[src/rtl/tt_sweep.sv]
// tt_sweep: steps a 4-input function through all 16 vectors, dwelling DWELL cycles on each, and captures its truth table.
// Define TT_SWEEP_CMP_EN to also compare the captured table against exp_table.
module tt_sweep #(
  parameter int DWELL = 4
) (
  input  logic        clk,
  input  logic        rst_n,
  input  logic        start,
  input  logic        abort,
  input  logic        f,
  input  logic [15:0] exp_table,
  output logic        a,
  output logic        b,
  output logic        c,
  output logic        d,
  output logic [15:0] table_o,
  output logic        busy,
  output logic        done,
  output logic        table_valid,
  output logic        mismatch
);
  typedef enum logic [1:0] {IDLE, RUN, DONE} state_t;
  localparam logic [7:0] LAST = 8'(DWELL - 1);
  state_t      state_q;
  logic [3:0]  idx_q;
  logic [3:0]  vec_q;
  logic [7:0]  cnt_q;
  logic [15:0] table_q;
  logic [15:0] table_d;
  logic        busy_q;
  logic        done_q;
  logic        valid_q;
  logic        last_sample;
  always_comb begin
    table_d = table_q;
    table_d[idx_q] = f;
  end
  // The final sample of a sweep: abort wins over it at the same edge.
  assign last_sample = (state_q == RUN) && !abort && (cnt_q == LAST) && (idx_q == 4'd15);
  always_ff @(posedge clk or negedge rst_n) begin
    if (!rst_n) begin
      state_q <= IDLE;
      idx_q   <= 4'd0;
      vec_q   <= 4'd0;
      cnt_q   <= 8'd0;
      table_q <= 16'h0000;
      busy_q  <= 1'b0;
      done_q  <= 1'b0;
      valid_q <= 1'b0;
    end else begin
      done_q <= 1'b0;
      case (state_q)
        IDLE: if (start) begin
          state_q <= RUN;
          idx_q   <= 4'd0;
          vec_q   <= 4'd0;
          cnt_q   <= 8'd0;
          table_q <= 16'h0000;
          busy_q  <= 1'b1;
          valid_q <= 1'b0;
        end
        RUN: if (abort) begin
          state_q <= IDLE;
          vec_q   <= 4'd0;
          busy_q  <= 1'b0;
        end else if (cnt_q == LAST) begin
          table_q <= table_d;
          cnt_q   <= 8'd0;
          if (idx_q == 4'd15) begin
            state_q <= DONE;
            vec_q   <= 4'd0;
            busy_q  <= 1'b0;
            done_q  <= 1'b1;
            valid_q <= 1'b1;
          end else begin
            idx_q <= idx_q + 4'd1;
            vec_q <= idx_q + 4'd1;
          end
        end else begin
          cnt_q <= cnt_q + 8'd1;
        end
        DONE: state_q <= IDLE;
        default: state_q <= IDLE;
      endcase
    end
  end
  assign {a, b, c, d} = vec_q;
  assign table_o      = table_q;
  assign busy         = busy_q;
  assign done         = done_q;
  assign table_valid  = valid_q;
`ifdef TT_SWEEP_CMP_EN
  logic mismatch_q;
  always_ff @(posedge clk or negedge rst_n) begin
    if (!rst_n)
      mismatch_q <= 1'b0;
    else if (state_q == IDLE && start)
      mismatch_q <= 1'b0;
    else if (last_sample)
      mismatch_q <= table_d != exp_table;
  end
  assign mismatch = mismatch_q;
`else
  logic unused_cmp;
  assign unused_cmp = ^exp_table ^ last_sample;
  assign mismatch   = 1'b0;
`endif
endmodule

[config.mk]
export PLATFORM = sky130hd
export DESIGN_NAME = tt_sweep
export DESIGN_NICKNAME = d
export VERILOG_FILES = /design/src/rtl/tt_sweep.sv
export SDC_FILE = /design/constraint.sdc
export NUM_CORES = 1
export LEC_CHECK = 0
export BUFFER_PORTS_ARGS = -buffer_cell sky130_fd_sc_hd__buf_2
export CAP_MARGIN = 20
export CORE_MARGIN = 5
export CORE_UTILIZATION = 40
export DETAILED_ROUTE_END_ITERATION = 10
export PLACE_DENSITY_LB_ADDON = 0.25
export SLEW_MARGIN = 10
export SYNTH_ARGS = -nofsm -noshare
export SYNTH_HDL_FRONTEND = slang
export SYNTH_SLANG_ARGS = --single-unit
[constraint.sdc]
create_clock -name clk -period 2.1 [get_ports clk]
set_input_delay 0.105 -clock clk [delete_from_list [all_inputs] [get_ports clk]]
set_output_delay 0.105 -clock clk [all_outputs]
set_load 0.02 [all_outputs]
* Word-level counts from Yosys, hierarchy flattened *
Index checks and enable logic that the tools add are counted.
W data, S select, Z words.

word-level totals
  memories kept = 0
  RAM bits = 0
  register bits = 37
  bits in read-only memories = 0
  input bits = 21
  latch bits = 0
  output and inout port bits = 24

operators by class
  multipliers = 0
  muxes and demuxes = 39
  bitwise gates (word level) = 0
  add/sub/neg operators = 2
  order comparisons = 2
  div/mod/pow operators = 0
  reduce and logical (&&, ||, !) cells = 10
  shift operators = 0
  equal/unequal tests = 10

operators with widths
  kind                   count
  $mux W16               3
  $pmux W16 S2           1
  $mux W4                7
  $mux W8                3
  $bwmux W16             1
  $pmux W4 S2            2
  $pmux W8 S2            1
  $mux W1                13
  $reduce_and A5 Y1      2
  $reduce_and A3 Y1      3
  $add A8 B1 Y8 const B  1
  $eq A8 B2 Y1 const B   1
  $mux W2                4
  $reduce_and A4 Y1      2
  $ne A2 B2 Y1 const B   3
  $ne A3 B2 Y1 const B   2
  $lt A4 B5 Y1 const B   1
  $add A4 B1 Y4 const B  1
  $demux W1 S4           1
  $eq A4 B4 Y1 const B   1
  $ge A4 B1 Y1 const B   1
  $ne A2 B1 Y1 const B   2
  $pmux W1 S2            2
  $pmux W2 S2            1
  other kinds (4)        4

* Logic depth before layout (Yosys ltp) *
  word-level depth = 8
  gate-level depth with buffers = 6

* Least setup slack after synthesis *
OpenSTA, ideal clock, no wires.

  path kind = register -> register
  start = register cnt_q[0]
  end = register vec_q[0]
  setup slack = 0.171 ns
  setup time = 0.127 ns
  data required time = 1.973 ns
  buffers on the path = 0
  stages on the path, launching flop included = 6
  arrival time = 1.802 ns
  cell sequence = dfrtp_1 -> ha_1 -> or4b_4 -> nor2_4 -> o221a_4 -> mux2_1

on the way
  cells in the longest elaborated chain, start to end = 3

RTL lines
  what                         line  RTL
  start, declared              27    logic [7:0] cnt_q;
  start signal, assigned       80    cnt_q <= cnt_q + 8'd1;
  $eq A8 B2 Y1                 66    end else if (cnt_q == LAST) begin
  $ne A3 B2 Y1 (no line)       --
  $reduce_and A3 Y1 (no line)  --
  end signal, assigned         77    vec_q <= idx_q + 4'd1;
  end, declared                26    logic [3:0] vec_q;

Every way passes these cells.
A chain may end at the register's enable or synchronous reset.

* Worst setup path in the final report *
  start = register cnt_q[1]
  end = register vec_q[3]

Same word-level chain as after synthesis.

==> metrics.yaml <==
status:
  status: "finished clean"
logic_synthesis:
  ys_types: 40
  synth_area_leaders: "dfrtp_1 (47%), o31ai_1 (7.7%), a21oi_1 (4.4%)"
  syn_inst: 198
  synth_most_common_cell: "dfrtp_1"
  yosysTopAreaCell: "dfrtp_1"
  yosysSeqAreaShare_pct: 47.5
  ys_warn_count: 0
  synth.avg_cell_area_um2: 9.85
  synth_common_cells: "dfrtp_1 (37), o31ai_1 (20), a21oi_1 (17), o21ai_1 (14), nand2_1 (11)"
  mappedNetlistNets: 224
  syn-cell-area_um2: 1950
  synth_ff_type: "dfrtp_1"
  ys_seq_elements: 37
  synth_top_area_share_pct: 47.5
  async_flop_share_pct: 100
  synth_edf_count: 0
routing:
  vias: 1626
  detail_route.iter0.violations: 45
  wl_per_cell_um: 15.0
  routed_wl_um: 4540
  ant_nets: 0
  first_pass_iters: 5
  drc: 0
  vias_per_cell: 5.38
floorplanning:
  die-width_um: 79.8
  initial_core_util_pct: 41.3
  ios: 45
  rows: 25
  die_h_um: 79.8
  dieArea_um2: 6370
  coreArea_um2: 4720
worst_setup_path:
  timing.critical_path.from: "cnt_q[1]"
  rr_worst_depth: 5
  rr_endpoint: "vec_q[3]"
  r2r_slack_ps: 150
  cp-start-kind: "flip-flop"
  crit_end: "vec_q[3]"
  critPathArrivalTime_ps: 2130
  crit_fanout: 5
  cp_data_required_time_ps: 2280
  r2r-start: "cnt_q[1]"
  critical_path_class: "reg2reg"
  endpoint_kind: "flip-flop"
finish:
  area_delta_synth_final_pct: 19.7
  antenna_cells: 0
  drive_gt1_share_pct: 22.6
  nNetsFinal: 261
  design_area_um2: 2330
  layout.cells.non_filler: 302
placed_design:
  routabilityCongestion: 0.774
  dpl_cell_area_um2: 2230
  dp_cells: 293
  dpl.hpwl_um: 3170
  port_buffers: 27
power_and_ir_drop:
  switching_power_uw: 902
  power_density_nw_per_um2: 990
  seqPwrFrac_pct: 38.0
  pwr-share-clk_pct: 22.5
  irDropWorstVdd_uv: 523
  swShare_pct: 39.0
  power.static_leakage_nw: 1.10
  p_int_mw: 1.41
  p_comb_share_pct: 39.6
clock_tree:
  clock_latency_ps: 300
  root_buffer: "clkbuf_8"
  clkSlewWorstSetupHoldPaths_ps: 80
  h-tree-depth: 2
  cts_resized: 0
  numCtsBuffers: 5
  cts.sinks: 37
  clockBufferDepth: 2
  tritoncts: "yes"
global_routing:
  grt_overflow: 0
  grt_pass1_vias: 1555
  grt_antenna_before_repair: 0
  grt_start_max_net_pins: 38
  grt_usage_pct: 15.9
  grt_pass1_wl_um: 7770
sta:
  grt_setup_unrepaired: "no"
  fin_worst_skew_ps: 13.3
  tightest_slew_ps: 821
  fin_crit_sh_pct: 93.0
  finalMaxSlewViolations: 0
  fin_crit_ps: 1950
  hold_violations: 0
  fin_setup_tns_ps: 0
  setup_viol: 0
  max_clock_freq_mhz: 512
  slew-limit-headroom_pct: 45.3
run:
  max-cap-violations: 0
min_path:
  hold_path.class: "in2reg"
power groups by stage:
stage | registers [mW] | logic [mW] | clock network, mW
after floorplan | 0.936 | 0.551 | 0
final | 0.878 | 0.914 | 0.520
after global placement | 0.894 | 0.879 | 0
after CTS | 0.885 | 0.889 | 0.528
after detailed placement | 0.896 | 0.885 | 0
after global routing | 0.894 | 1.02 | 0.565
worst min path at each step:
stage | endpoint | startpoint | slack (ps) | depth (start not counted)
6_report | table_o[11] | f | 150 | 3
5_1_grt | table_o[11] | f | 150 | 3
4_1_cts | table_o[11] | f | 140 | 3
3_5_place_dp | idx_q[1] | rst_n | 250 | 1
3_3_place_gp | table_o[13] | rst_n | 240 | 1
2_1_floorplan | busy | rst_n | -190 | 0
sequential cells by signal, indices dropped and copies added (netlist names):
signal	flops
busy	1
cnt_q	8
done	1
idx_q	4
state_q	2
table_o	16
table_valid	1
vec_q	4
metal layers:
layer	track usage, %	up-vias	wire length, um	share of wire, %
li1	-	805	-	-
met1	22.7	778	2360	52
met2	22.5	38	1900	42
met3	4.40	5	199	4.4
met4	6.08	0	73	1.6
met5	0	-	0	0
critical path, cell delays in order, from the launching register on:
cell     delay (ps)
dfrtp_1         400
ha_1            210
or4b_4          500
nor2_4          160
o221a_4         250
mux2_1          320
cell type report:
type / count / area (um2)
clock inverters: 1 / 7.51
well taps: 67 / 83.8
flip-flops and latches: 37 / 926
fillers: 460 / 2390
multi-input cells: 141 / 942
clock buffers: 6 / 82.6
inverters: 8 / 30.0
repair buffers: 42 / 263
cell families after synthesis:
logic type	synth area share [%]
muxes	2.24
adders and majority gates	3.21
other	0.192
AOI/OAI and AO/OA	24.6
and+or+nand+nor	16.2
xor gates and xnor gates	1.80
buffers and inverters	4.23
DFF	47.5
timing repair:
item / CTS / global route
hold buffers: 1 / 0
setup endpoints to repair: 0 / 4
endpoints found under the hold margin: 37 / 0
buffers inserted: 0 / 1
placed cells by master, fill, tap and decap left out, drive strengths merged:
| cell type | count |
|---|---|
| a32o | 1 |
| and4 | 2 |
| clkbuf | 6 |
| nand4 | 2 |
| nor2b | 3 |
| nor4b | 1 |
| nand4b | 1 |
| nand3 | 3 |
| dfrtp | 37 |
| nor3b | 1 |
| inv | 8 |
| dlygate4sd3 | 1 |
| nor2 | 8 |
| mux2i | 1 |
| xor2 | 1 |
| nand2 | 11 |
| buf | 41 |
| o31ai | 20 |
| ha | 5 |
| or3 | 5 |
| a41oi | 2 |
| clkinvlp | 1 |
| a31oi | 5 |
| o21ai | 22 |
| a22o | 2 |
| a211oi | 1 |
| nor3 | 3 |
| a21boi | 1 |
| a21o | 2 |
| a21oi | 17 |
| nand2b | 7 |
| a221oi | 1 |
| or4b | 1 |
| mux2 | 3 |
| and3 | 4 |
| conb | 1 |
| o221a | 1 |
| xnor2 | 3 |
metrics by stage:
step	setup slack [ps]	hold WS [ps]	util, %	power [mW]
2_1_floorplan	171	-191	-	1.49
3_3_place_gp	177	243	47.2	1.77
3_5_place_dp	133	254	47.2	1.78
4_1_cts	106	138	49.3	2.30
5_1_grt	5.69	149	49.4	2.48
6_report	147	145	49.4	2.31
(Power assumes the default switching activity.)
